$ cat src/rtl/pipe_buff_pkg.sv
// Shared types and constants for the parametrised pipeline-stage buffer.
// Holds the state encoding, default geometry and the NOP bus builder.
package pipe_buff_pkg;

  localparam int FIELD_W_DEF    = 16;
  localparam int NUM_FIELDS_DEF = 4;
  localparam int CNT_W_DEF      = 16;
  localparam int MAX_BUS_W      = 512;

  typedef enum logic [1:0] {
    EMPTY = 2'd0,
    ONE   = 2'd1,
    FULL  = 2'd2
  } pb_state_t;

  // word must arrive zero-extended beyond field_w so shifted copies do not overlap.
  function automatic logic [MAX_BUS_W-1:0] nop_fill(input logic [MAX_BUS_W-1:0] word,
                                                    input int field_w,
                                                    input int num_fields);
    logic [MAX_BUS_W-1:0] r;
    r = '0;
    for (int k = 0; k < num_fields; k++) begin
      r = r | (word << (k * field_w));
    end
    return r;
  endfunction

endpackage

$ cat src/rtl/pipe_stage_buff_if.sv
// Valid/ready bus between two pipeline stages, both sides in one bundle.
// Handshake: a transfer happens on a rising edge where valid and ready are both 1.
interface pipe_stage_buff_if
  import pipe_buff_pkg::*;
#(
  parameter int FIELD_W    = FIELD_W_DEF,
  parameter int NUM_FIELDS = NUM_FIELDS_DEF
);
  localparam int BUS_W = FIELD_W * NUM_FIELDS;

  logic             in_valid;
  logic             in_ready;
  logic [BUS_W-1:0] in_data;
  logic             out_valid;
  logic             out_ready;
  logic [BUS_W-1:0] out_data;

  modport master (
    output in_valid, in_data, out_ready,
    input  in_ready, out_valid, out_data
  );

  modport slave (
    input  in_valid, in_data, out_ready,
    output in_ready, out_valid, out_data
  );

endinterface

$ cat src/rtl/pipe_buff_entry.sv
// One held entry of the stage buffer: wide register with load enable and sync clear.
module pipe_buff_entry #(
  parameter int           W       = 64,
  parameter logic [W-1:0] CLR_VAL = '0
) (
  input  logic         clk,
  input  logic         clr,
  input  logic         ld,
  input  logic [W-1:0] d,
  output logic [W-1:0] q
);

  always_ff @(posedge clk) begin
    if (clr) begin
      q <= CLR_VAL;
    end else if (ld) begin
      q <= d;
    end
  end

endmodule

$ cat src/rtl/pipe_stage_buff.sv
// Pipeline-stage buffer with a 2-entry skid so in_ready comes straight from a flop.
// Flush squashes held entries; stall_cnt counts back-pressured cycles and saturates.
module pipe_stage_buff
  import pipe_buff_pkg::*;
#(
  parameter int                 FIELD_W    = FIELD_W_DEF,
  parameter int                 NUM_FIELDS = NUM_FIELDS_DEF,
  parameter logic [FIELD_W-1:0] NOP_WORD   = '0,
  parameter int                 CNT_W      = CNT_W_DEF
) (
  input  logic               clk,
  input  logic               rst,
  input  logic               flush,
  pipe_stage_buff_if.slave   bus,
  output logic [1:0]         occupancy,
  output logic [CNT_W-1:0]   stall_cnt,
  output pb_state_t          state_dbg
);

  localparam int               BUS_W   = FIELD_W * NUM_FIELDS;
  localparam logic [BUS_W-1:0] NOP_BUS = BUS_W'(nop_fill(MAX_BUS_W'(NOP_WORD), FIELD_W, NUM_FIELDS));
  localparam logic [CNT_W-1:0] CNT_MAX = '1;

  pb_state_t        state, state_nxt;
  logic             in_ready_q, out_valid_q;
  logic             push, pop;
  logic             main_ld, main_from_skid, skid_ld;
  logic [BUS_W-1:0] main_q, skid_q, main_d;

  assign push = bus.in_valid & in_ready_q;
  assign pop  = out_valid_q & bus.out_ready;

  always_comb begin
    state_nxt      = state;
    main_ld        = 1'b0;
    main_from_skid = 1'b0;
    skid_ld        = 1'b0;
    if (flush) begin
      state_nxt = EMPTY;
    end else begin
      case (state)
        EMPTY: begin
          if (push) begin
            state_nxt = ONE;
            main_ld   = 1'b1;
          end
        end
        ONE: begin
          if (push && pop) begin
            main_ld = 1'b1;
          end else if (push) begin
            state_nxt = FULL;
            skid_ld   = 1'b1;
          end else if (pop) begin
            state_nxt = EMPTY;
          end
        end
        FULL: begin
          // in_ready is low here, so only a pop can move the state.
          if (pop) begin
            state_nxt      = ONE;
            main_ld        = 1'b1;
            main_from_skid = 1'b1;
          end
        end
        default: state_nxt = EMPTY;
      endcase
    end
  end

  always_ff @(posedge clk) begin
    if (rst) begin
      state       <= EMPTY;
      in_ready_q  <= 1'b1;
      out_valid_q <= 1'b0;
    end else begin
      state       <= state_nxt;
      in_ready_q  <= (state_nxt != FULL);
      out_valid_q <= (state_nxt != EMPTY);
    end
  end

  always_ff @(posedge clk) begin
    if (rst) begin
      stall_cnt <= '0;
    end else if (out_valid_q && !bus.out_ready && !flush && stall_cnt != CNT_MAX) begin
      stall_cnt <= stall_cnt + 1'b1;
    end
  end

  assign main_d = main_from_skid ? skid_q : bus.in_data;

  pipe_buff_entry #(.W(BUS_W), .CLR_VAL(NOP_BUS)) u_main (
    .clk (clk),
    .clr (rst),
    .ld  (main_ld),
    .d   (main_d),
    .q   (main_q)
  );

  pipe_buff_entry #(.W(BUS_W), .CLR_VAL(NOP_BUS)) u_skid (
    .clk (clk),
    .clr (rst),
    .ld  (skid_ld),
    .d   (bus.in_data),
    .q   (skid_q)
  );

  always_comb begin
    occupancy = 2'd0;
    case (state)
      EMPTY:   occupancy = 2'd0;
      ONE:     occupancy = 2'd1;
      FULL:    occupancy = 2'd2;
      default: occupancy = 2'd0;
    endcase
  end

  assign bus.in_ready  = in_ready_q;
  assign bus.out_valid = out_valid_q;
  assign bus.out_data  = out_valid_q ? main_q : NOP_BUS;
  assign state_dbg     = state;

endmodule

$ cat src/flat_wrapper.sv
// flat-port wrapper written by rule: the top's interface ports become plain ports
module pipe_stage_buff_flat import pipe_buff_pkg::*;
#(
  parameter int                 FIELD_W    = FIELD_W_DEF,
  parameter int                 NUM_FIELDS = NUM_FIELDS_DEF,
  parameter logic [FIELD_W-1:0] NOP_WORD   = '0,
  parameter int                 CNT_W      = CNT_W_DEF
)
  (clk, rst, flush, occupancy, stall_cnt, state_dbg, bus_in_valid, bus_in_data, bus_out_ready, bus_in_ready, bus_out_valid, bus_out_data);
  pipe_stage_buff_if #(.FIELD_W(FIELD_W), .NUM_FIELDS(NUM_FIELDS)) bus_i ();
  input  logic clk;
  input  logic rst;
  input  logic flush;
  output logic [1:0] occupancy;
  output logic [CNT_W-1:0] stall_cnt;
  output pb_state_t state_dbg;
  input wire logic [$bits(bus_i.in_valid)-1:0] bus_in_valid;
  input wire logic [$bits(bus_i.in_data)-1:0] bus_in_data;
  input wire logic [$bits(bus_i.out_ready)-1:0] bus_out_ready;
  output wire logic [$bits(bus_i.in_ready)-1:0] bus_in_ready;
  output wire logic [$bits(bus_i.out_valid)-1:0] bus_out_valid;
  output wire logic [$bits(bus_i.out_data)-1:0] bus_out_data;
  assign bus_i.in_valid = bus_in_valid;
  assign bus_i.in_data = bus_in_data;
  assign bus_i.out_ready = bus_out_ready;
  assign bus_in_ready = bus_i.in_ready;
  assign bus_out_valid = bus_i.out_valid;
  assign bus_out_data = bus_i.out_data;
  pipe_stage_buff #(.FIELD_W(FIELD_W), .NUM_FIELDS(NUM_FIELDS), .NOP_WORD(NOP_WORD), .CNT_W(CNT_W)) u_core (.clk(clk), .rst(rst), .flush(flush), .bus(bus_i), .occupancy(occupancy), .stall_cnt(stall_cnt), .state_dbg(state_dbg));
endmodule
$ cat config.mk
export PLATFORM = sky130hd
export DESIGN_NAME = pipe_stage_buff_flat
export DESIGN_NICKNAME = d
export VERILOG_FILES = /design/src/rtl/pipe_buff_pkg.sv /design/src/rtl/pipe_stage_buff_if.sv /design/src/rtl/pipe_buff_entry.sv /design/src/rtl/pipe_stage_buff.sv /design/src/flat_wrapper.sv
export SDC_FILE = /design/constraint.sdc
export NUM_CORES = 1
export LEC_CHECK = 0
export CORE_ASPECT_RATIO = 1.25
export CORE_MARGIN = 2
export CORE_UTILIZATION = 40
export DETAILED_ROUTE_END_ITERATION = 8
export PLACE_DENSITY = 0.66
export SYNTH_ARGS = -nofsm -noshare
export SYNTH_HDL_FRONTEND = slang
export SYNTH_SLANG_ARGS = --single-unit
$ cat constraint.sdc
create_clock -name clk -period 2.3 [get_ports clk]
set_input_delay 0.23 -clock clk [delete_from_list [all_inputs] [get_ports clk]]
set_output_delay 0.23 -clock clk [all_outputs]
set_load 0.01 [all_outputs]
**Yosys cells after proc, flatten, opt, wreduce, memory -nomap -nowiden**

Index checks and enable logic that the tools add are counted.
Widths: inputs -> output; s select.

- Flip-flop bits (word level): 148
- Latch bits: 0
- Memory bits (writable): 0
- ROM bits: 0
- Bits of input ports: 69
- Output and inout bits: 86
- Word-level logic and storage cells: 41
- Memories: 0

- Add/sub/neg operators: 1
- Multipliers: 0
- Divide/modulo/power cells: 0
- $lt $le $gt $ge: 0
- Equal/unequal tests: 4
- Shifts and indexed selects: 0
- Multiplexer cells: 20
- Bitwise gates (word level): 2
- Reduce and logical (&&, ||, !) cells: 8

Operators by type and width:

| cell | count |
|---|---|
| $mux 64 | 2 |
| $add 16x1->16 const B | 1 |
| $ne 16x16->1 const B | 1 |
| $mux 2 | 6 |
| $mux 1 | 9 |
| $pmux 2 s3 | 1 |
| $logic_and 1x1->1 | 4 |
| $pmux 2 s2 | 1 |
| $pmux 1 s3 | 1 |
| $and 1x1->1 | 2 |
| $eq 2x1->1 const B | 1 |
| $eq 2x2->1 const B | 1 |
| $logic_not 1->1 | 2 |
| $logic_not 2->1 | 1 |
| $ne 2x2->1 const B | 1 |
| $reduce_bool 2->1 | 1 |

**Depth between registers and ports, before layout**

- Word-level depth: 7
- Depth in mapped cells: 7
- Gate-level depth less buffers: 5

**Modules after synthesis**

From an unflattened synthesis, not the netlist that was laid out.

- Cells, all modules: 673
- Area, all modules: 6,801.5 µm²

Modules (own cells, without submodules):

| module | times used | cells each | area an instance (µm²) | sequential area each (µm²) |
|---|---|---|---|---|
| pipe_buff_entry | 2 | 206 | 2,290.9 | 1,281.2 |
| pipe_stage_buff | 1 | 261 | 2,219.6 | 400.4 |

**Worst setup path before layout**

Ideal clock, no wire load.

- Path kind: reg2reg
- Start: reg u_core.stall_cnt[0]
- End: reg u_core.stall_cnt[15]
- Library setup time: 0.123 ns
- Arrival: 1.704 ns
- Data required time: 2.177 ns
- Slack: 0.472 ns
- Stages on the path, launching flop included: 7
- Buffers on the path: 1
- Clock period less this slack: 1.828 ns
- Cells stage by stage: dfxtp_1 ha_1 nand3_2 o41ai_2 buf_4 nor4_1 mux2_1

- Cells in the longest elaborated chain, start to end: 2
- Elaborated cells on any way between the ends: 3
- Those cells by class: add/sub (1); eq/ne (1); reduce/logical (1)

RTL lines:

| what | line | RTL |
|---|---|---|
| start: declaration | pipe_stage_buff.sv:16 | `output logic [CNT_W-1:0] stall_cnt,` |
| start signal: assignment | pipe_stage_buff.sv:87 | `stall_cnt <= stall_cnt + 1'b1;` |
| parallel branches: the longest is 2 deep, another holds $add 16x1->16 | - |  |

Several ways; the timed one is not identified.
A chain may end at the register's enable or synchronous reset.

**Final worst setup path**

- Start: reg u_core.out_valid_q, in the netlist u_core.bus.out_valid
- End: out bus_out_data[0]

- Cells in the longest elaborated chain, start to end: 1

RTL lines:

| what | line | RTL |
|---|---|---|
| start: declaration | pipe_stage_buff.sv:25 | `logic in_ready_q, out_valid_q;` |
| start signal: assignment | pipe_stage_buff.sv:79 | `out_valid_q <= (state_nxt != EMPTY);` |
| $mux 64 | pipe_stage_buff.sv:121 | `assign bus.out_data = out_valid_q ? main_q : NOP_BUS;` |
| end: declaration | flat_wrapper.sv:22 | `output wire logic [$bits(bus_i.out_data)-1:0] bus_out_data;` |

Every way passes these cells.

==> key figures <==
Logic synthesis
  – Compound-Gate Fraction of Synth Area: 29.4%
  – Post-Synthesis Cells: 841
  – FFs w/ async S/R, synth: 0%
  – Net Count, Synth: 911
  – Post-synthesis xor/xnor area fraction: less than 1%
  – Post-synthesis sequential area ratio: 41.8%
  – Number of flops mapped to enable cells by yosys: 0
  – Largest family of logic cells by synthesized area: compound AO/OA/AOI/OAI gates
  – Mux share of post-synthesis cell area: less than 1%
  – Ys Warns: 0
  – Post-Synth Simple-Gate Area: 21.8%
  – Adder-cell area share of the yosys netlist: 0.176%
  – Synth Register Bits: 148
  – Synth Area per Inst: 8.43 sq um
  – Post-synthesis cell type count: 43
  – Mapped Area: 0.00709 sq mm
  – Main flop type after synthesis: dfxtp_1

Outcome
  – Status: complete, no violations

Critical path
  – Reg2Reg Capture Point: u_core.stall_cnt[15]
  – Critical path class: register to output pin
  – R2R Path Start: u_core.stall_cnt[0]
  – Arrival time worst endpoint: 1.95 ns
  – Required @ worst endpoint: 2.07 ns
  – Worst Reg2Reg Path Length in Cells: 6
  – CP max stage cell: clkdlybuf4s50_1
  – Critical path fanouts, max: 32
  – Critical path's top delay family: buffers and inverters
  – Startpoint class of the critical path: register
  – Crit-path cells: buf_6 -> and2_1 -> clkdlybuf4s50_1
  – Slowest Stage Delay on Critical Path: 0.55 ns
  – Slack of the worst reg-to-reg path: 0.30 ns
  – Critical Path End Type: output pin
  – WP buf/inv: 2

Global route
  – Vias in the first global route: 6,239
  – Pin count of the biggest net entering global routing: 66
  – Global-route wire length before repair: about 32,000 um
  – Initial antenna violation count: 0
  – Gr usage total: 21.6%
  – Grt ovf: 0

Detailed routing
  – Final antenna-violating net count: 0
  – Drt drc: 0
  – Avg WL per Cell: 16.9 um
  – Met1 Wirelength: 8600 um
  – First-pass DRT Iterations: 5
  – Routed wire length: 20,100 um
  – Via count: 6,617
  – Met2 WL: a little under 10,000 um
  – 1st-iter DRT viols: a little over 500
  – Vias/cell: 5.57
  – Metal3 WL: roughly 1000 um
  – Top sig layer: met4

Floorplan
  – Die width: 123 um
  – Die Area: 0.0188 sq mm
  – Initial Util: 40.7%
  – CORE AREA: 0.0174 sq mm
  – Placement Rows: 54
  – Die extent in y: 153 um
  – Ports: 155

Placement
  – HPWL Detailed: between 10,000 and 15,000 um
  – Pre-CTS setup slack: 0.172 ns
  – I/O Buffers: 154
  – Placed Cells: 1,159
  – Post-DP Area: 0.00883 sq mm
  – RePlAce Congestion: 0.806

Pwr
  – Worst VDD drop: approximately 420 uV
  – Pwr dens: 655 mW/mm^2
  – Leakage: 2.97 nW

Finish
  – Synth-to-Final Area Change: 32.5%
  – Ant diodes: 0
  – Finished Layout Cells: ~1,200
  – Nets: just over 1,000
  – Commonest non-fill, non-tap cell in the layout: clkdlybuf4s50_1
  – Most frequent cells in the layout: clkdlybuf4s50_1 (152), dfxtp_1 (147), a21oi_1 (139)
  – Cell area after layout: around 0.0094 sq mm
  – Filler cells: 1,626
  – Register area: 0.00296 sq mm
  – Share of cells above drive strength 1: between 10% and 20%
  – Multi-input logic area: about 0.0037 sq mm

Timing
  – Final Hold Vio Count: 0
  – Clock Skews: 0.00629 ns
  – Final worst-path cycle share: 94.8%
  – Final setup violation count: 0
  – RSZ-0062 raised after global routing: no
  – Slew Limit Fails: 0
  – Final worst setup slack: between 0.1 and 0.15 ns
  – Slew @ Worst Pin: 0.559 ns
  – Period minus WS final: around 2.2 ns
  – Max_slew headroom: 62.7%
  – Setup TNS: 0 ns
  – Peak Freq: 458 MHz
  – Hold slack: between 0.2 and 0.25 ns

CTS
  – Clk_lat worst skew: 0.42 ns
  – TritonCTS Sinks: 148
  – Htree depth: 4
  – CTS tree: done
  – Clock Path Buffers: 2
  – Post-CTS setup buffer count: 0
  – Worst-path clk slew: approximately 0.06 ns
  – Number of CTS-inserted buffers: 17
  – CTS root buf: clkbuf_16

Worst hold path
  – Worst Hold Class: input port to register
  – HP Start: rst
  – Hold path endpoint: u_core.stall_cnt[1]
  – WHS Path Cells: 2

Flow run
  – MaxCap Viol Count: 0
-- repair_timing --
action,CTS,global route
setup endpoints to repair,1,0
resized for setup,1,0
hold buffers,0,0
endpoints found under the hold margin,0,0
-- worst max path at each step --
| stage | from | slack (ns) | depth (start not counted) | endpoint |
|---|---|---|---|---|
| after floorplan | u_core.stall_cnt[0] | 0.47 | 6 | u_core.stall_cnt[15] |
| after global placement | bus_out_ready | 0.20 | 6 | u_core.stall_cnt[15] |
| after detailed placement | bus_out_ready | 0.17 | 6 | u_core.stall_cnt[15] |
| after CTS | u_core.bus.out_valid | 0.08 | 3 | bus_out_data[0] |
| after global routing | u_core.bus.out_valid | 0.02 | 3 | bus_out_data[0] |
| final | u_core.bus.out_valid | 0.12 | 3 | bus_out_data[0] |
-- kinds of logic after synthesis --
| family | after synthesis |
|---|---|
| AOI/OAI and AO/OA | 284 |
| adders and majority gates | 1 |
| DFF | 148 |
| muxes | 4 |
| and+or+nand+nor | 311 |
| buffers and inverters | 92 |
| xor gates and xnor gates | 1 |
-- flip-flops by register name (all words and copies together) (netlist names) --
name                  flops
u_core.u_main.q          64
u_core.bus.out_valid      1
u_core.state_dbg          2
u_core.u_skid.q          64
u_core.bus.in_ready       1
u_core.stall_cnt         16
-- stage by stage --
step           util [%]  power [mW]
2_1_floorplan         -        3.21
3_3_place_gp       50.7        3.52
3_5_place_dp       50.7        3.53
4_1_cts            53.9        6.21
5_1_grt            53.9        6.42
6_report           53.9        6.16
-- Yosys cell counts, types with 2 or more instances --
master / count / area share [%]
a211oi_1: 2 / 0.21
a21oi_1: 139 / 9.8
a311oi_1: 4 / 0.49
a311oi_2: 60 / 13
and2_1: 66 / 5.8
and3_1: 2 / 0.18
buf_2: 22 / 1.6
buf_6: 8 / 1.3
clkbuf_1: 55 / 2.9
dfxtp_1: 148 / 42
inv_1: 6 / 0.32
mux2_1: 2 / 0.32
mux2i_1: 2 / 0.28
nand2_1: 133 / 7.0
nand3_1: 68 / 4.8
nand4_1: 6 / 0.53
nor2_1: 7 / 0.37
nor2b_1: 4 / 0.35
nor3_1: 2 / 0.14
nor4_1: 2 / 0.18
o21ai_0: 64 / 4.5
o21ai_1: 4 / 0.28
o31ai_1: 6 / 0.64
or3_1: 5 / 0.44
or4_1: 6 / 0.64
-- area by class of cell --
| class | instances | area share [%] |
|---|---|---|
| multi-input cells | 601 | 39.4 |
| inverters | 6 | 0.266 |
| flip-flops and latches | 148 | 31.5 |
| well taps | 224 | 2.98 |
| clock buffers | 25 | 5.17 |
| clock inverters | 5 | 0.799 |
| repair buffers | 180 | 19.8 |
-- per-layer routing --
layer	track usage (%)	vias to the layer above
met4	10.6	0
met5	0	-
li1	-	3241
met3	4.59	42
met1	27.2	3144
met2	34.5	190
-- power breakdown --
| part | switching (mW) | internal, mW | leakage, nW | total, mW |
|---|---|---|---|---|
| registers | 0.0582 | 2.67 | 1.21 | 2.73 |
| clock network | 1.02 | 1.67 | 0.277 | 2.68 |
| logic | 0.397 | 0.349 | 1.49 | 0.745 |
Note: power is estimated with default switching activity, not from simulation.
